===== config.mk =====
export PLATFORM = sky130hd
export DESIGN_NAME = sram16_slave
export DESIGN_NICKNAME = d
export VERILOG_FILES = /design/src/rtl/sram16_slave.sv
export SDC_FILE = /design/constraint.sdc
export NUM_CORES = 1
export LEC_CHECK = 0
export ABC_AREA = 1
export BUFFER_PORTS_ARGS = -buffer_cell sky130_fd_sc_hd__buf_2
export CAP_MARGIN = 25
export CORE_MARGIN = 1.5
export CORE_UTILIZATION = 39
export CTS_CLUSTER_SIZE = 8
export DETAILED_ROUTE_END_ITERATION = 16
export GPL_TIMING_DRIVEN = 0
export PLACE_DENSITY_LB_ADDON = 0.2
export SYNTH_ARGS = -nofsm -noshare
export SYNTH_HDL_FRONTEND = slang
export SYNTH_SLANG_ARGS = --single-unit

===== constraint.sdc =====
create_clock -name clk_i -period 1.9 [get_ports clk_i]
set_input_delay 0.38 -clock clk_i [delete_from_list [all_inputs] [get_ports clk_i]]
set_output_delay 0.38 -clock clk_i [all_outputs]
set_load 0.02 [all_outputs]

===== src/rtl/sram16_slave.sv =====
`default_nettype none
// ============================================================================
// Module      : sram16_slave
// Description : Bus responder that turns each 32-bit transfer into two
//               halfword accesses on an external 16-bit asynchronous SRAM.
// Revision    : 1.0 - initial release
// ============================================================================
module sram16_slave #(
    parameter int ADDR_WIDTH  = 18,
    parameter int WAIT_STATES = 2
) (
    input  logic                  clk_i,
    input  logic                  rst_ni,
    input  logic                  cyc_i,
    input  logic                  stb_i,
    input  logic                  we_i,
    input  logic [ADDR_WIDTH-1:0] adr_i,
    input  logic [3:0]            sel_i,
    input  logic [31:0]           dat_i,
    output logic [31:0]           dat_o,
    output logic                  ack_o,
    output logic [ADDR_WIDTH:0]   sram_addr,
    output logic [15:0]           sram_dq_o,
    input  logic [15:0]           sram_dq_i,
    output logic                  sram_dq_oe,
    output logic                  sram_ce_n,
    output logic                  sram_oe_n,
    output logic                  sram_we_n,
    output logic [1:0]            sram_be_n
);

    localparam logic [2:0] c_wait = 3'(WAIT_STATES);

    typedef enum logic [1:0] {
        c_idle    = 2'd0,
        c_access  = 2'd1,
        c_recover = 2'd2,
        c_ack     = 2'd3
    } state_t;

    state_t                r_state;
    state_t                w_state_nxt;
    logic                  r_we;
    logic [ADDR_WIDTH-1:0] r_adr;
    logic [3:0]            r_sel;
    logic [31:0]           r_dat;
    logic                  r_half;
    logic                  r_abort;
    logic [2:0]            r_wcnt;

    logic                  w_half_nxt;
    logic                  w_start_access;
    logic                  w_req;
    logic                  w_ld_we;
    logic [ADDR_WIDTH-1:0] w_ld_adr;
    logic [3:0]            w_ld_sel;
    logic [31:0]           w_ld_dat;
    logic [15:0]           w_ld_half_dat;
    logic [1:0]            w_ld_be;
    logic                  w_capture;

    assign w_req = cyc_i && stb_i;

    // In IDLE the halfword setup comes straight from the bus; afterwards from the latched copy.
    assign w_ld_we       = (r_state == c_idle) ? we_i  : r_we;
    assign w_ld_adr      = (r_state == c_idle) ? adr_i : r_adr;
    assign w_ld_sel      = (r_state == c_idle) ? sel_i : r_sel;
    assign w_ld_dat      = (r_state == c_idle) ? dat_i : r_dat;
    assign w_ld_half_dat = w_half_nxt ? w_ld_dat[15:0] : w_ld_dat[31:16];
    assign w_ld_be       = w_ld_we ? ~(w_half_nxt ? w_ld_sel[1:0] : w_ld_sel[3:2]) : 2'b00;
    assign w_capture     = (r_state == c_access) && cyc_i && (r_wcnt == 3'd0) && !r_we;

    always_comb begin
        w_state_nxt    = r_state;
        w_half_nxt     = r_half;
        w_start_access = 1'b0;
        case (r_state)
            c_idle: begin
                if (w_req) begin
                    w_half_nxt = 1'b0;
                    // An empty write spends one quiet RECOVER cycle so its ack lands a clock later.
                    if (we_i && (sel_i == 4'b0000)) begin
                        w_state_nxt = c_recover;
                    end else begin
                        w_state_nxt    = c_access;
                        w_half_nxt     = we_i && (sel_i[3:2] == 2'b00);
                        w_start_access = 1'b1;
                    end
                end
            end
            c_access: begin
                if (!cyc_i || (r_wcnt == 3'd0)) begin
                    w_state_nxt = c_recover;
                end
            end
            c_recover: begin
                if (r_abort) begin
                    w_state_nxt = c_idle;
                end else if (!r_half && (!r_we || (r_sel[1:0] != 2'b00))) begin
                    w_state_nxt    = c_access;
                    w_half_nxt     = 1'b1;
                    w_start_access = 1'b1;
                end else begin
                    w_state_nxt = c_ack;
                end
            end
            c_ack: begin
                w_state_nxt = c_idle;
            end
            default: begin
                w_state_nxt = c_idle;
            end
        endcase
    end

    always_ff @(posedge clk_i or negedge rst_ni) begin
        if (!rst_ni) begin
            r_state <= c_idle;
            r_we    <= 1'b0;
            r_adr   <= '0;
            r_sel   <= 4'b0000;
            r_dat   <= 32'd0;
            r_half  <= 1'b0;
            r_abort <= 1'b0;
            r_wcnt  <= 3'd0;
        end else begin
            r_state <= w_state_nxt;
            r_half  <= w_half_nxt;
            if ((r_state == c_idle) && w_req) begin
                r_we    <= we_i;
                r_adr   <= adr_i;
                r_sel   <= sel_i;
                r_dat   <= dat_i;
                r_abort <= 1'b0;
            end else if ((r_state == c_access) && !cyc_i) begin
                r_abort <= 1'b1;
            end
            if (w_start_access) begin
                r_wcnt <= c_wait;
            end else if ((r_state == c_access) && (r_wcnt != 3'd0)) begin
                r_wcnt <= r_wcnt - 3'd1;
            end
        end
    end

    // Pad-side outputs are registered from the next state so they track the FSM exactly.
    always_ff @(posedge clk_i or negedge rst_ni) begin
        if (!rst_ni) begin
            ack_o      <= 1'b0;
            dat_o      <= 32'd0;
            sram_addr  <= '0;
            sram_dq_o  <= 16'd0;
            sram_dq_oe <= 1'b0;
            sram_ce_n  <= 1'b1;
            sram_oe_n  <= 1'b1;
            sram_we_n  <= 1'b1;
            sram_be_n  <= 2'b11;
        end else begin
            ack_o      <= (w_state_nxt == c_ack);
            sram_ce_n  <= (w_state_nxt != c_access);
            sram_oe_n  <= !((w_state_nxt == c_access) && !w_ld_we);
            sram_we_n  <= !((w_state_nxt == c_access) && w_ld_we);
            sram_dq_oe <= w_ld_we && ((w_state_nxt == c_access) ||
                          ((w_state_nxt == c_recover) && (r_state == c_access)));
            if (w_start_access) begin
                sram_addr <= {w_ld_adr, w_half_nxt};
                sram_dq_o <= w_ld_half_dat;
                sram_be_n <= w_ld_be;
            end else if (w_state_nxt != c_access) begin
                sram_be_n <= 2'b11;
            end
            if (w_capture) begin
                if (r_half) begin
                    dat_o[15:0] <= sram_dq_i;
                end else begin
                    dat_o[31:16] <= sram_dq_i;
                end
            end
        end
    end

endmodule
`default_nettype wire

== Yosys cells after proc, flatten, opt, wreduce, memory -nomap -nowiden ==
Cells that the tools add are included.
W data, S select, Z words.
Operators by class
  $add $sub $neg: 1
  multiply operators: 0
  divide/modulo/power cells: 0
  $lt $le $gt $ge: 0
  equality and inequality tests: 7
  shift-type cells: 0
  muxes and demuxes: 29
  bitwise logic cells: 2
  reductions and logical operators: 34
Operators by type and width (number)
  $mux W32: 1
  $mux W18: 1
  $mux W2: 9
  $mux W16: 1
  $logic_and A1 B1 Y1: 14
  $mux W1: 11
  $eq A2 B2 Y1 const B: 4
  $pmux W2 S4: 1
  $reduce_bool A2 Y1: 4
  $logic_not A1 Y1: 6
  $mux W3: 2
  $eq A2 B1 Y1 const B: 2
  $logic_not A2 Y1: 2
  $logic_not A4 Y1: 1
  $mux W4: 1
  $pmux W1 S2: 2
  $reduce_and A2 Y1: 2
  $logic_not A3 Y1: 1
  $logic_or A1 B1 Y1: 3
  $reduce_bool A3 Y1: 1
  $sub A3 B1 Y3 const B: 1
  $ne A2 B1 Y1 const B: 1
  $not A2 Y2: 1
  $not A1 Y1: 1
Storage, ports and cells
  register bits: 136
  latch bits: 0
  RAM bits: 0
  ROM bits: 0
  input bits: 75
  output and inout bits: 74
  memories kept: 0

== Logic depth before layout (Yosys ltp) ==
  depth after elaboration: 10
  mapped depth: 12

== Worst setup path before layout ==
OpenSTA, ideal clock, no wires.
  path type: register to register
  from: reg r_state[0]
  to: reg sram_dq_o[7]
  library setup time: 117 ps
  arrival: 1359 ps
  data required time: 1783 ps
  slack: 424 ps
  cell stages (with the launch flop): 12
  buffers on the path: 3
  path through: dfrtp_1 buf_6 nor2_8 nand2_4 buf_6 nor2_4 nor2_4 inv_4 buf_8 nand3_1 nand3_1 nand2_1
Between the ends
  longest elaborated chain between the ends: 3
  elaborated cells on any way between the ends: 6
  classes of those cells: eq/ne (1); mux (4); reduce/logical (1)
Ends and longest elaborated chain
  start: declaration: line 41  | state_t r_state;
  start signal: assignment: line 118  | r_state <= c_idle;
  start signal: assignment: line 127  | r_state <= w_state_nxt;
  $eq A2 B2 Y1 / $logic_not A2 Y1 (equally long branches): line 77  | case (r_state)
  $pmux W1 S2 (*): line 77
  named net w_half_nxt: line 51  | logic w_half_nxt;
  $mux W16 (*): line 69  | assign w_ld_half_dat = w_half_nxt ? w_ld_dat[15:0] : w_ld_dat[31:16];
  end signal: assignment: line 167  | sram_dq_o <= w_ld_half_dat;
  end: declaration: line 23  | output logic [15:0] sram_dq_o,
Mark *: on every way through the listed nets, which the timed path passes. The rest lies on a longest branch.
A chain may end at the register's enable or synchronous reset.

== Worst setup path after layout ==
  from: reg r_state[0]
  to: reg sram_dq_o[10]
Between the ends
  longest elaborated chain between the ends: 3
  elaborated cells on any way between the ends: 6
  classes of those cells: eq/ne (1); mux (4); reduce/logical (1)
Ends and longest elaborated chain (line)
  $eq A2 B2 Y1 / $logic_not A2 Y1 (equally long branches): 77, 68
  $pmux W1 S2 / $mux W32 (equally long branches): 77, 68
  $mux W16: 69
Several ways; a longest one is shown, not always the timed one.

==> report_table.html <==
<table>
<tr><th>Metric</th><th>Value</th></tr>
<tr><th colspan="2">STA</th></tr>
<tr><td>Total negative slack for setup checks</td><td>0 ns</td></tr>
<tr><td>Setup repair after global routing missed its margin</td><td>false</td></tr>
<tr><td>Max Clk Rate</td><td>between 500 and 600 MHz</td></tr>
<tr><td>Max_slew headroom</td><td>0.525</td></tr>
<tr><td>Fin Clk Skew</td><td>around 0.0057 ns</td></tr>
<tr><td>Actual slew at the worst max-slew pin</td><td>slightly above 0.7 ns</td></tr>
<tr><td>Count of endpoints failing hold in the final timing report</td><td>1</td></tr>
<tr><td>Shortest period the worst path allows</td><td>1.73 ns</td></tr>
<tr><td>Post-route fraction of the period consumed by the critical path</td><td>0.912</td></tr>
<tr><td>Worst hold slack across all endpoints</td><td>-0.000126 ns</td></tr>
<tr><td>Final setup violation count</td><td>0</td></tr>
<tr><td>Number of slew-limit violations in the final report</td><td>0</td></tr>
<tr><td>Min setup slack post-route</td><td>between 0.15 and 0.2 ns</td></tr>
<tr><th colspan="2">Synth</th></tr>
<tr><td>Number of enable flip-flop cells after synthesis</td><td>0</td></tr>
<tr><td>Cell count after synthesis</td><td>~730</td></tr>
<tr><td>Cell type with the largest total area after synthesis</td><td>sky130_fd_sc_hd__dfrtp_1</td></tr>
<tr><td>Dominant cell by count in the synthesized netlist</td><td>sky130_fd_sc_hd__nand2_1</td></tr>
<tr><td>Cell area after synthesis</td><td>between 6000 and 7000 um^2</td></tr>
<tr><td>FF+latch count, synth</td><td>approximately 140</td></tr>
<tr><td>Syn nets</td><td>between 800 and 900</td></tr>
<tr><td>Ranking of synthesized cells by area</td><td>sky130_fd_sc_hd__dfrtp_1 53%, sky130_fd_sc_hd__nand2_1 16%, sky130_fd_sc_hd__o21ai_0 7.8%</td></tr>
<tr><td>Register area share after synthesis</td><td>0.551</td></tr>
<tr><td>Number of unique standard cell types used by synthesis</td><td>28</td></tr>
<tr><td>Synth warnings</td><td>0</td></tr>
<tr><td>Async S/R FF share, synth</td><td>1.00</td></tr>
<tr><td>Synth top cells by count</td><td>262 x sky130_fd_sc_hd__nand2_1, 131 x sky130_fd_sc_hd__dfrtp_1, 97 x sky130_fd_sc_hd__o21ai_0</td></tr>
<tr><td>Avg Inst Size Synth</td><td>8.46 um^2</td></tr>
<tr><td>Share of the synthesized area in the top cell type</td><td>0.529</td></tr>
<tr><td>Prevailing post-synth register cell</td><td>sky130_fd_sc_hd__dfrtp_1</td></tr>
<tr><th colspan="2">Floorplan</th></tr>
<tr><td>Number of core rows</td><td>45</td></tr>
<tr><td>Core box area</td><td>roughly 15,000 um^2</td></tr>
<tr><td>Floorplan die height</td><td>~130 um</td></tr>
<tr><td>Die Span X</td><td>between 100 and 150 um</td></tr>
<tr><td>I/O Pins</td><td>around 150</td></tr>
<tr><td>Die area</td><td>roughly 17,000 um^2</td></tr>
<tr><td>Initial cell density of the core</td><td>0.403</td></tr>
<tr><th colspan="2">CTS</th></tr>
<tr><td>Post_cts resized</td><td>0</td></tr>
<tr><td>Register clock-pin slew on the reported worst setup and hold paths</td><td>roughly 0.06 ns</td></tr>
<tr><td>Clock tree from TritonCTS</td><td>built</td></tr>
<tr><td>Maximum level of the CTS H-tree</td><td>4</td></tr>
<tr><td>Worst-Skew Late Latency</td><td>between 0.4 and 0.5 ns</td></tr>
<tr><td>Library cell used as clock root buffer</td><td>sky130_fd_sc_hd__clkbuf_16</td></tr>
<tr><td>Number of clock sinks</td><td>about 140</td></tr>
<tr><td>Total setup buffers inserted after CTS</td><td>0</td></tr>
<tr><td>Clock buffer count from CTS</td><td>17</td></tr>
<tr><td>CTS hold repair buffers</td><td>0</td></tr>
<tr><td>Number of buffers on the longest clock path</td><td>2</td></tr>
<tr><th colspan="2">Critical path</th></tr>
<tr><td>Crit path kind</td><td>reg -&gt; reg</td></tr>
<tr><td>Stage delay of the slowest cell on the critical path</td><td>between 0.3 and 0.4 ns</td></tr>
<tr><td>Cell chain of the critical path</td><td>buf_6, nor2_8, nand2_4, inv_2, nand2_1, nand2_1, inv_2, buf_2, nand2_1, nand2_1</td></tr>
<tr><td>Slowest CP cell</td><td>sky130_fd_sc_hd__dfrtp_1</td></tr>
<tr><td>Critical path fanouts, max</td><td>10</td></tr>
<tr><td>Buf+Inv Stages, Crit Path</td><td>4</td></tr>
<tr><td>Signal arrival time at the worst endpoint</td><td>around 2 ns</td></tr>
<tr><td>Critical path startpoint category</td><td>register</td></tr>
<tr><td>CP dominant cell by count</td><td>sky130_fd_sc_hd__nand2_1</td></tr>
<tr><td>Endpoint required time on the critical path</td><td>2.21 ns</td></tr>
<tr><td>Cell family with the largest share of critical-path delay</td><td>buffers and inverters</td></tr>
<tr><td>Worst Setup End Kind</td><td>register</td></tr>
<tr><th colspan="2">Global route</th></tr>
<tr><td>Via count of the first global-routing pass</td><td>roughly 5,200</td></tr>
<tr><td>Global-route wire length before repair</td><td>~26,000 um</td></tr>
<tr><td>Initial antenna violation count</td><td>1</td></tr>
<tr><td>Largest net degree at the start of global routing</td><td>77</td></tr>
<tr><td>Final global-route overflow total</td><td>0</td></tr>
<tr><td>Overall Global Routing Usage</td><td>0.207</td></tr>
<tr><th colspan="2">Pwr</th></tr>
<tr><td>Net switching power</td><td>roughly 0.0061 W</td></tr>
<tr><td>Seq pwr share</td><td>0.339</td></tr>
<tr><td>Clock power share</td><td>0.234</td></tr>
<tr><td>Worst-case vdd ir drop</td><td>between 0.7 and 0.8 mV</td></tr>
<tr><td>Share of power burned in combinational logic</td><td>0.427</td></tr>
<tr><td>Static power due to leakage</td><td>~4.2 nW</td></tr>
<tr><td>Design internal power</td><td>approximately 0.0087 W</td></tr>
<tr><td>Cell Pwr Density</td><td>around 1900 nW/um^2</td></tr>
<tr><td>Switching power share of the total</td><td>0.413</td></tr>
<tr><th colspan="2">Drt</th></tr>
<tr><td>Residual antenna-violating net count after detailed routing</td><td>0</td></tr>
<tr><td>Number of detailed-routing iterations run before antenna repair</td><td>5</td></tr>
<tr><td>Via total after detailed routing</td><td>about 5,400</td></tr>
<tr><td>Starting DRT DRC Count</td><td>270</td></tr>
<tr><td># DRC</td><td>0</td></tr>
<tr><td>Per-cell routed wire length</td><td>around 14 um</td></tr>
<tr><td>Drt total wl</td><td>16,100 um</td></tr>
<tr><td>Routed vias/inst</td><td>4.76</td></tr>
<tr><th colspan="2">Placed design</th></tr>
<tr><td>Routability Congestion</td><td>between 0.8 and 0.9</td></tr>
<tr><td>Port buffer count</td><td>~150</td></tr>
<tr><td>Worst slack, placed</td><td>0.0940 ns</td></tr>
<tr><td>Area post-placement</td><td>slightly above 7000 um^2</td></tr>
<tr><td>Placed wire-length estimate after detailed placement</td><td>~12,000 um</td></tr>
<tr><th colspan="2">Cells and area</th></tr>
<tr><td>Syn-to-layout area delta</td><td>27.0%</td></tr>
<tr><td>Share of layout cells above drive strength 1</td><td>0.278</td></tr>
<tr><td>Layout Nets</td><td>between 900 and 1,000</td></tr>
<tr><td>Post-route cell area</td><td>roughly 7900 um^2</td></tr>
<tr><th colspan="2">Status</th></tr>
<tr><td>Violated checks</td><td>negative hold slack</td></tr>
<tr><td>Result of the run</td><td>finished with violations</td></tr>
<tr><th colspan="2">Worst hold path</th></tr>
<tr><td>Hold/Removal Path Class</td><td>in -&gt; async</td></tr>
<tr><th colspan="2">Flow run</th></tr>
<tr><td>MaxCap Viol Count</td><td>0</td></tr>
</table>
## stage by stage
| step | util | cells | total power, W |
|---|---|---|---|
| 2_1_floorplan | - | 732 | 0.00937 |
| 3_3_place_gp | 0.468 | 1091 | 0.0113 |
| 3_5_place_dp | 0.470 | 1092 | 0.0115 |
| 4_1_cts | 0.511 | 1124 | 0.0150 |
| 5_1_grt | 0.511 | 1124 | 0.0160 |
| 6_report | 0.512 | 1125 | 0.0149 |
## worst register-to-register path: cells and delay by family, from the launching register on
family / cells / cell delay, ns
buffers and inverters: 4 / 0.63
flip-flops: 1 / 0.37
AND/OR/NAND/NOR: 6 / 0.63
## layout make-up
| type | instances | area [um^2] |
|---|---|---|
| Timing Repair Buffer | 149 | 774 |
| Buffer | 42 | 265 |
| Fill cell | 1521 | 7510 |
| Clock buffer | 19 | 453 |
| Antenna cell | 1 | 2.50 |
| Inverter | 73 | 277 |
| Sequential cell | 136 | 3410 |
| Clock inverter | 13 | 176 |
| Multi-Input combinational cell | 481 | 2240 |
| Tap cell | 211 | 264 |
## power by group through the flow
stage	logic (W)	registers (W)	clock network (W)
detailed placement	0.00640	0.00506	0
floorplan	0.00347	0.00589	0
global placement	0.00630	0.00504	0
finish	0.00635	0.00504	0.00348
global route	0.00715	0.00521	0.00367
CTS	0.00642	0.00504	0.00355
## placed cells by master, fill, tap and decap left out, drive strengths merged
cell and n:
nand2 271, buf 177, o21ai 147, dfrtp 131, inv 73, nand3 38, clkbuf 33, nor2 12
clkinv 6, a21oi 5, dfstp 5, bufinv 4, clkinvlp 3, ha 2, nor3 2, o211ai 2
diode 1, nand4 1, nand3b 1
## logic make-up (layout without fill, tap and decap cells)
logic type	after synthesis	count (layout)	synth area share
buf+inv	115	296	0.0875
other cells	0	1	0
compound gates	154	154	0.135
flops	136	136	0.551
fa+ha+maj	2	2	0.00404
simple gates	325	325	0.223
## flip-flops by register name (all words and copies together), names as in the netlist, 2 cells and up
signal,flops
sram_dq_o,16
sram_addr,19
r_dat,32
r_sel,4
r_state,2
dat_o,32
r_wcnt,3
sram_be_n,2
r_adr,18
## final timing paths
check / end / cells after the start / slack (ns) / start
max: sram_dq_o[10] / 10 / 0.17 / r_state[0]
min: sram_addr[7] / 1 / -0.0001 / rst_ni
max reg2reg: sram_dq_o[10] / 10 / 0.17 / r_state[0]
min reg2reg: sram_dq_o[6] / 2 / 0.47 / sram_dq_o[6]
max in group asynchronous: sram_be_n[1] / 2 / 1.10 / rst_ni
min in group clk_i: r_dat[8] / 3 / 0.17 / dat_i[8]
## per-layer routing
layer	vias to the layer above	GRT usage	share of wire	routed length, um
met5	-	0	0.00087	14
met4	2	0.0793	0.019	303
met3	27	0.0491	0.052	838
met2	151	0.335	0.47	7550
met1	2506	0.271	0.46	7370
li1	2668	-	-	-
(Power assumes the default switching activity.)
